===== src/rtl/cpu_types_pkg.sv =====
// Shared types for the memory arbiter: RAM handshake states,
// arbiter FSM states and the default starvation threshold.
package cpu_types_pkg;

   typedef enum logic [1:0] {
      FREE   = 2'd0,
      BUSY   = 2'd1,
      ACCESS = 2'd2,
      ERROR  = 2'd3
   } ramstate_t;

   typedef enum logic [1:0] {
      IDLE   = 2'd0,
      DGRANT = 2'd1,
      IGRANT = 2'd2
   } arb_state_t;

   localparam int STARVE_LIMIT_DEF = 8;
   localparam int STARVE_W         = 4;

endpackage


===== src/rtl/arb_starve_ctr.sv =====
// Saturating icache wait counter; o_at_limit once the count has
// reached LIMIT (it may overshoot while the dcache holds the RAM).
module arb_starve_ctr
   import cpu_types_pkg::*;
#(
   parameter int LIMIT = STARVE_LIMIT_DEF
) (
   input  logic i_clk,
   input  logic i_rst,
   input  logic i_inc,
   input  logic i_clr,
   output logic o_at_limit
);

   localparam logic [STARVE_W-1:0] LIM = STARVE_W'(LIMIT);

   logic [STARVE_W-1:0] r_cnt;

   always_ff @(posedge i_clk) begin
      if (i_rst) begin
         r_cnt <= '0;
      end else if (i_clr) begin
         r_cnt <= '0;
      end else if (i_inc && (r_cnt != '1)) begin
         r_cnt <= r_cnt + 1'b1;
      end
   end

   assign o_at_limit = (r_cnt >= LIM);

endmodule


===== src/rtl/memory_arbiter.sv =====
// icache/dcache to single RAM port arbiter with dcache block lock.
// MEMARB_STATS_EN adds per-requester ACCESS counters.
module memory_arbiter
   import cpu_types_pkg::*;
#(
   parameter int STARVE_LIMIT = STARVE_LIMIT_DEF
) (
   input  logic        CLK,
   input  logic        RST,
   input  logic        iREN,
   input  logic [31:0] iaddr,
   output logic [31:0] iload,
   output logic        iwait,
   input  logic        dREN,
   input  logic        dWEN,
   input  logic [31:0] daddr,
   input  logic [31:0] dstore,
   output logic [31:0] dload,
   output logic        dwait,
   output logic        ramREN,
   output logic        ramWEN,
   output logic [31:0] ramaddr,
   output logic [31:0] ramstore,
   input  logic [31:0] ramload,
   input  ramstate_t   ramstate
`ifdef MEMARB_STATS_EN
   ,
   output logic [31:0] dacc_cnt,
   output logic [31:0] iacc_cnt
`endif
);

   arb_state_t r_state;
   arb_state_t w_next;
   logic       r_beat;
   logic       w_beat_nxt;
   logic       w_acc;
   logic       w_dreq;
   logic       w_iclr;
   logic       w_starved;

   assign w_acc  = (ramstate == ACCESS);
   assign w_dreq = dREN | dWEN;

   arb_starve_ctr #(
      .LIMIT (STARVE_LIMIT)
   ) u_starve (
      .i_clk      (CLK),
      .i_rst      (RST),
      .i_inc      (iREN && (r_state != IGRANT)),
      .i_clr      (w_iclr),
      .o_at_limit (w_starved)
   );

   always_ff @(posedge CLK) begin
      if (RST) begin
         r_state <= IDLE;
         r_beat  <= 1'b0;
      end else begin
         r_state <= w_next;
         r_beat  <= w_beat_nxt;
      end
   end

   always_comb begin
      w_next     = r_state;
      w_beat_nxt = r_beat;
      w_iclr     = 1'b0;
      ramREN     = 1'b0;
      ramWEN     = 1'b0;
      ramaddr    = '0;
      ramstore   = '0;
      iwait      = 1'b1;
      dwait      = 1'b1;
      iload      = '0;
      dload      = '0;
      unique case (r_state)
         IDLE: begin
            if (w_starved && iREN) begin
               w_next = IGRANT;
            end else if (w_dreq) begin
               w_next     = DGRANT;
               w_beat_nxt = 1'b0;
            end else if (iREN) begin
               w_next = IGRANT;
            end
         end
         DGRANT: begin
            ramaddr  = daddr;
            ramstore = dstore;
            ramWEN   = dWEN;
            ramREN   = dREN & ~dWEN;
            dload    = ramload;
            dwait    = ~w_acc;
            if (!w_dreq) begin
               w_next = IDLE;
            end else if (w_acc) begin
               // word 0 of a block keeps the grant for word 1
               if (!r_beat && !daddr[2]) begin
                  w_beat_nxt = 1'b1;
               end else begin
                  w_next = IDLE;
               end
            end
         end
         IGRANT: begin
            ramaddr = iaddr;
            ramREN  = 1'b1;
            iload   = ramload;
            iwait   = ~w_acc;
            if (w_acc) begin
               w_next = IDLE;
               w_iclr = 1'b1;
            end else if (!iREN) begin
               w_next = IDLE;
            end
         end
         default: begin
            w_next = IDLE;
         end
      endcase
   end

`ifdef MEMARB_STATS_EN
   logic [31:0] r_dacc;
   logic [31:0] r_iacc;

   always_ff @(posedge CLK) begin
      if (RST) begin
         r_dacc <= '0;
         r_iacc <= '0;
      end else if (w_acc) begin
         if (r_state == DGRANT) r_dacc <= r_dacc + 32'd1;
         if (r_state == IGRANT) r_iacc <= r_iacc + 32'd1;
      end
   end

   assign dacc_cnt = r_dacc;
   assign iacc_cnt = r_iacc;
`endif

endmodule


===== config.mk =====
export PLATFORM = sky130hd
export DESIGN_NAME = memory_arbiter
export DESIGN_NICKNAME = d
export VERILOG_FILES = /design/src/rtl/cpu_types_pkg.sv /design/src/rtl/arb_starve_ctr.sv /design/src/rtl/memory_arbiter.sv
export SDC_FILE = /design/constraint.sdc
export NUM_CORES = 1
export LEC_CHECK = 0
export BUFFER_PORTS_ARGS = -buffer_cell sky130_fd_sc_hd__buf_2
export CAP_MARGIN = 20
export CORE_AREA = 2 2 103 105
export CTS_CLUSTER_DIAMETER = 40
export CTS_CLUSTER_SIZE = 28
export DETAILED_ROUTE_END_ITERATION = 10
export DIE_AREA = 0 0 105 107
export PLACE_DENSITY_LB_ADDON = 0.3
export SLEW_MARGIN = 0
export SYNTH_ARGS = -nofsm -noshare
export SYNTH_HDL_FRONTEND = slang
export SYNTH_SLANG_ARGS = --single-unit
export TNS_END_PERCENT = 10

===== constraint.sdc =====
create_clock -name CLK -period 3.7 [get_ports CLK]
set_input_delay 0 -clock CLK [delete_from_list [all_inputs] [get_ports CLK]]
set_output_delay 0 -clock CLK [all_outputs]
set_load 0.01 [all_outputs]

-- Word level (Yosys, flattened, before mapping)
Cells that the tools add are included.
- add/subtract/negate cells: 1
- $lt $le $gt $ge: 1
- eq/ne operators: 14
- mux-type cells: 25
- bitwise gates (word level): 4
- reductions and logical operators: 11
- operators by type and width (kind ; number):
    $mux W32 ; 3
    $pmux W32 S2 ; 1
    $mux W2 ; 8
    $ne A2 B2 Y1 const B ; 6
    $mux W1 ; 10
    $ne A3 B3 Y1 const B ; 3
    $ne A4 B4 Y1 const B ; 2
    $pmux W2 S3 ; 1
    $reduce_and A6 Y1 ; 1
    $add A4 B1 Y4 const B ; 1
    $eq A2 B2 Y1 const B ; 2
    $ge A4 B4 Y1 const B ; 1
    $logic_and A1 B1 Y1 ; 4
    $pmux W1 S2 ; 2
    $reduce_and A4 Y1 ; 1
    $eq A2 B1 Y1 const B ; 1
    $logic_not A1 Y1 ; 2
    $logic_not A2 Y1 ; 1
    $not A1 Y1 ; 2
    $reduce_bool A2 Y1 ; 1
    $reduce_or A2 Y1 ; 1
    $and A1 B1 Y1 ; 1
    $or A1 B1 Y1 ; 1
- flip-flop bits (word level): 7
- input bits: 135
- output and inout bits: 132
- word-level logic and storage cells: 59

-- Logic depth before layout (Yosys ltp)
- depth in word-level cells: 6
- gate-level depth with buffers: 7
- depth with buffers taken out: 6

-- Cells and area by module
From an unflattened synthesis, not the netlist that was laid out.
- cell total of the unflattened synthesis: 244
- area, all modules: 1671.6 um2
- modules (own cells, without submodules) (module ; instances ; cells an instance ; area each (um2) ; seq. area each (um2)):
    memory_arbiter ; 1 ; 219 ; 1452.6 ; 60.1
    arb_starve_ctr ; 1 ; 25 ; 219.0 ; 80.1

-- Least setup slack after synthesis
No wires, ideal clock.
- kind: reg-to-reg
- start point: register r_state[1]
- end point: register r_state[0]
- setup time: 0.072 ns
- data arrival time: 1.349 ns
- required time: 3.628 ns
- setup slack: 2.279 ns
- stages on the path, launching flop included: 8
- buffers on the path: 1
- clock period less this slack: 1.421 ns
- cells stage by stage: dfxtp_1 -> inv_1 -> ha_1 -> buf_2 -> o21ai_0 -> a21oi_1 -> a311oi_2 -> mux2i_1
- longest elaborated chain between the ends: 3
- elaborated cells between the ends (all ways): 9
- those cells by class: eq/ne: 6; mux: 1; reduce/logical: 2
- ends and longest elaborated chain (element ; RTL line ; text):
    start, declared ; memory_arbiter.sv:33 ; arb_state_t r_state;
    start signal, assigned ; memory_arbiter.sv:60 ; r_state <= w_next;
    $eq A2 B1 Y1 (tied with other cells) ; memory_arbiter.sv:77 ; unique case (r_state)
    $ne A3 B3 Y1 (no line) or $ne A4 B4 Y1 (tied branches) ; n/a ;
    $reduce_and A4 Y1 (no line) ; n/a ;
Parallel ways exist; a longest one is shown, timed or not.
A chain may end at the register's enable or synchronous reset.

-- Worst setup path in the final report
- start point: register r_state[1]
- end point: output ramaddr[24]
- longest elaborated chain between the ends: 2
- elaborated cells between the ends (all ways): 3
- those cells by class: eq/ne: 2; mux: 1
- ends and longest elaborated chain (element ; RTL line ; text):
    $eq A2 B2 Y1 or $eq A2 B1 Y1 (tied branches) ; memory_arbiter.sv:77 ;
    $pmux W32 S2 (*) ; memory_arbiter.sv:77 ;
    end, declared ; memory_arbiter.sv:22 ; output logic [31:0] ramaddr,
Mark *: on every way between the ends. The rest lies on a longest branch, timed or not.

==> out/results.tsv <==
metric	value	unit
Cells after Synth	240	
Crit path buffers/inverters	3	
YS warnings	0	
Reg area	140	um^2
global-route wire length before repair	12500	um
DR vias	2626	
layout cells sized above 1	56.1	%
clk_lat worst skew	0.24	ns
PortBufs	266	
MaxCap Viol Count	0	
reg-to-reg startpoint	r_state[1]	
crit start category	register	
outcome	finished clean	
core box area	10100	um^2
CTS tree	done	
Final ANT Viol Nets	0	
final hold slack	0.141	ns
Placed Cells	623	
Post-Route WL	8390	um
syn_nets	380	
P&R area growth vs syn	92.4	%
setup TNS	0	ns
Worst Tran Pin Value	0.930	ns
Mapped Avg Cell Area	6.73	um^2
half-perimeter wire length after placement	7080	um
Finished Layout Cells	628	
top sig layer	met4	
nets@finish	633	
Power Density	233	nW/um^2
Die Area	11200	um^2
Std-Cell Rows	37	
period utilization	62.0	%
DP Worst Slack	1.43	ns
Crit Path Class	register to output port	
n_diodes	0	
R2R cell count	6	
Worst Hold End	r_beat	
vias in the first global route	2532	
Die W	105	um
Routability Congestion	0.847	
H-Tree Depth	1	
met2 wire length	4430	um
Detailed Routing Iterations Pass 1	5	
worst min path class	primary input to register	
RSZ-0062 raised after global routing	false	
Slowest cell on crit path	ha_2	
Mapped Area	1620	um^2
largest net degree at the start of global routing	59	
count of final max-slew check failures	0	
crit-path max FO	58	
Final Skew	0.00489	ns
Initial Util	16.0	%
CP Capture Type	output port	
via/cell ratio	4.18	
Worst Hold Path Cells	4	
Slew headroom	38.0	%
Synth Register Bits	7	
Tot Pwr	723	uW
residual DRC count	0	
CTS max path bufs	2	
cells along the critical path	inv_1 -> ha_2 -> buf_4 -> a22oi_1 -> nor2b_1 -> buf_2	
post-cts gate resize count	0	
Max Fclk	436	MHz
Congestion Overflow GR	0	
R2R setup slack	1.51	ns
area of the multi-input gates	1370	um^2
final setup margin	1.41	ns
critical path's top delay family	adder cells	
critical path required time	3.70	ns
post-synth cell types	27	
# IOs	267	
DRT iter0 DRCs	116	
clk sinks	7	
final hold vios	0	
max incr delay on CP	0.77	ns
Root Buffer Master	clkbuf_8	
RR Endpoint	r_beat	
hold_sp	daddr[2]	
metal1 wirelength	3340	um
leakage power figure	0.00182	uW
drt wl/cell	13.4	um
CTS Buf Count	3	
register area share after synthesis	8.68	%
antenna violations before repair	0	
most frequent cells in the layout	buf_2, and2_1, nor2b_1, a22oi_1, dfxtp_1	
worst path arrival time	2.29	ns
Final setup viols	0	
most common cell after layout, fill and taps aside	buf_2	
routed wl met3	516	um
Reg clk slew, reported paths	0.04	ns
post-layout min period	2.29	ns
total of fill cells in the finished design	1166	
VDD IR max	0.132	mV
die height	107	um
GRT Util Overall	13.6	%
synth_stat cells (all sizes together):
library cell | number | area share (%)
a2111oi | 1 | 0.93
a21oi | 4 | 1.2
a22oi | 32 | 15
a311oi | 2 | 1.5
a31oi | 1 | 0.39
and2 | 96 | 37
and3 | 1 | 0.39
and4b | 1 | 0.62
buf | 4 | 1.2
clkbuf | 17 | 4.0
dfxtp | 7 | 8.7
ha | 5 | 3.9
inv | 6 | 1.4
mux2i | 2 | 1.2
nand2 | 6 | 1.4
nand2b | 4 | 1.5
nand3 | 3 | 0.93
nor2 | 5 | 1.2
nor2b | 36 | 14
nor3 | 1 | 0.31
nor4b | 1 | 0.54
o21ai | 1 | 0.31
o2bb2ai | 1 | 0.93
or2 | 1 | 0.39
xnor2 | 1 | 0.54
xor2 | 1 | 0.54
how the worst max path moves through the flow:
stage / slack, ns / endpoint / depth (start not counted) / startpoint
after floorplan: 2.28 / r_state[0] / 7 / r_state[1]
after global placement: 1.54 / r_beat / 6 / r_state[1]
after detailed placement: 1.43 / r_beat / 6 / r_state[1]
after CTS: 1.35 / ramaddr[24] / 6 / r_state[1]
after global routing: 1.16 / ramaddr[0] / 6 / r_state[1]
final: 1.41 / ramaddr[24] / 6 / r_state[1]
sequential cells by signal (all words and copies together) (netlist names):
| register | count |
|---|---|
| r_beat | 1 |
| r_state | 2 |
| u_starve.r_cnt | 4 |
layer usage:
metal / vias up / GRT usage, %
met1: 1187 / 15.9
met2: 135 / 26.3
met3: 9 / 1.58
met5: - / 0
met4: 0 / 2.95
li1: 1295 / -
cell families after synthesis:
family	after synthesis	share of synthesized area (%)
buffers and inverters	27	6.58
AND/OR/NAND/NOR	155	58.4
adder cells (fa/ha/maj)	5	3.87
multiplexers	2	1.24
flip-flops	7	8.68
AO/OA/AOI/OAI	42	20.1
XOR/XNOR	2	1.08
worst register-to-register path, stage by stage (launching register included):
cell and delay (ns):
dfxtp_1 0.31, inv_1 0.08, ha_2 0.77, o21ai_0 0.34
a2111oi_2 0.29, nor2_1 0.07, a311oi_1 0.24
what timing repair did:
item | 4_1_cts | 5_1_grt
hold buffers | 1 | 0
buffers inserted | 0 | 0
endpoints found under the hold margin | 1 | 0
metrics by stage:
step / area, um^2 / util, %
after floorplan: 1620 / -
after global placement: 3050 / 30.3
after detailed placement: 3050 / 30.3
after CTS: 3110 / 30.8
after global routing: 3110 / 30.8
final: 3110 / 30.8
where the power goes:
part	total, uW	leakage [uW]	internal (uW)	switching [uW]
Clock	111	0.0000228	74.8	36.6
Sequential	87.0	0.0000571	82.0	5.01
Combinational	525	0.00174	247	278
Total	723	0.00182	403	320
cell type report:
type                            count  area share [%]
Clock buffer                        4            1.45
Inverter                            6           0.725
Multi-Input combinational cell    206            44.2
Sequential cell                     7            4.51
Tap cell                          136            5.48
Timing Repair Buffer              269            43.6
Note: power is estimated with default switching activity, not from simulation.
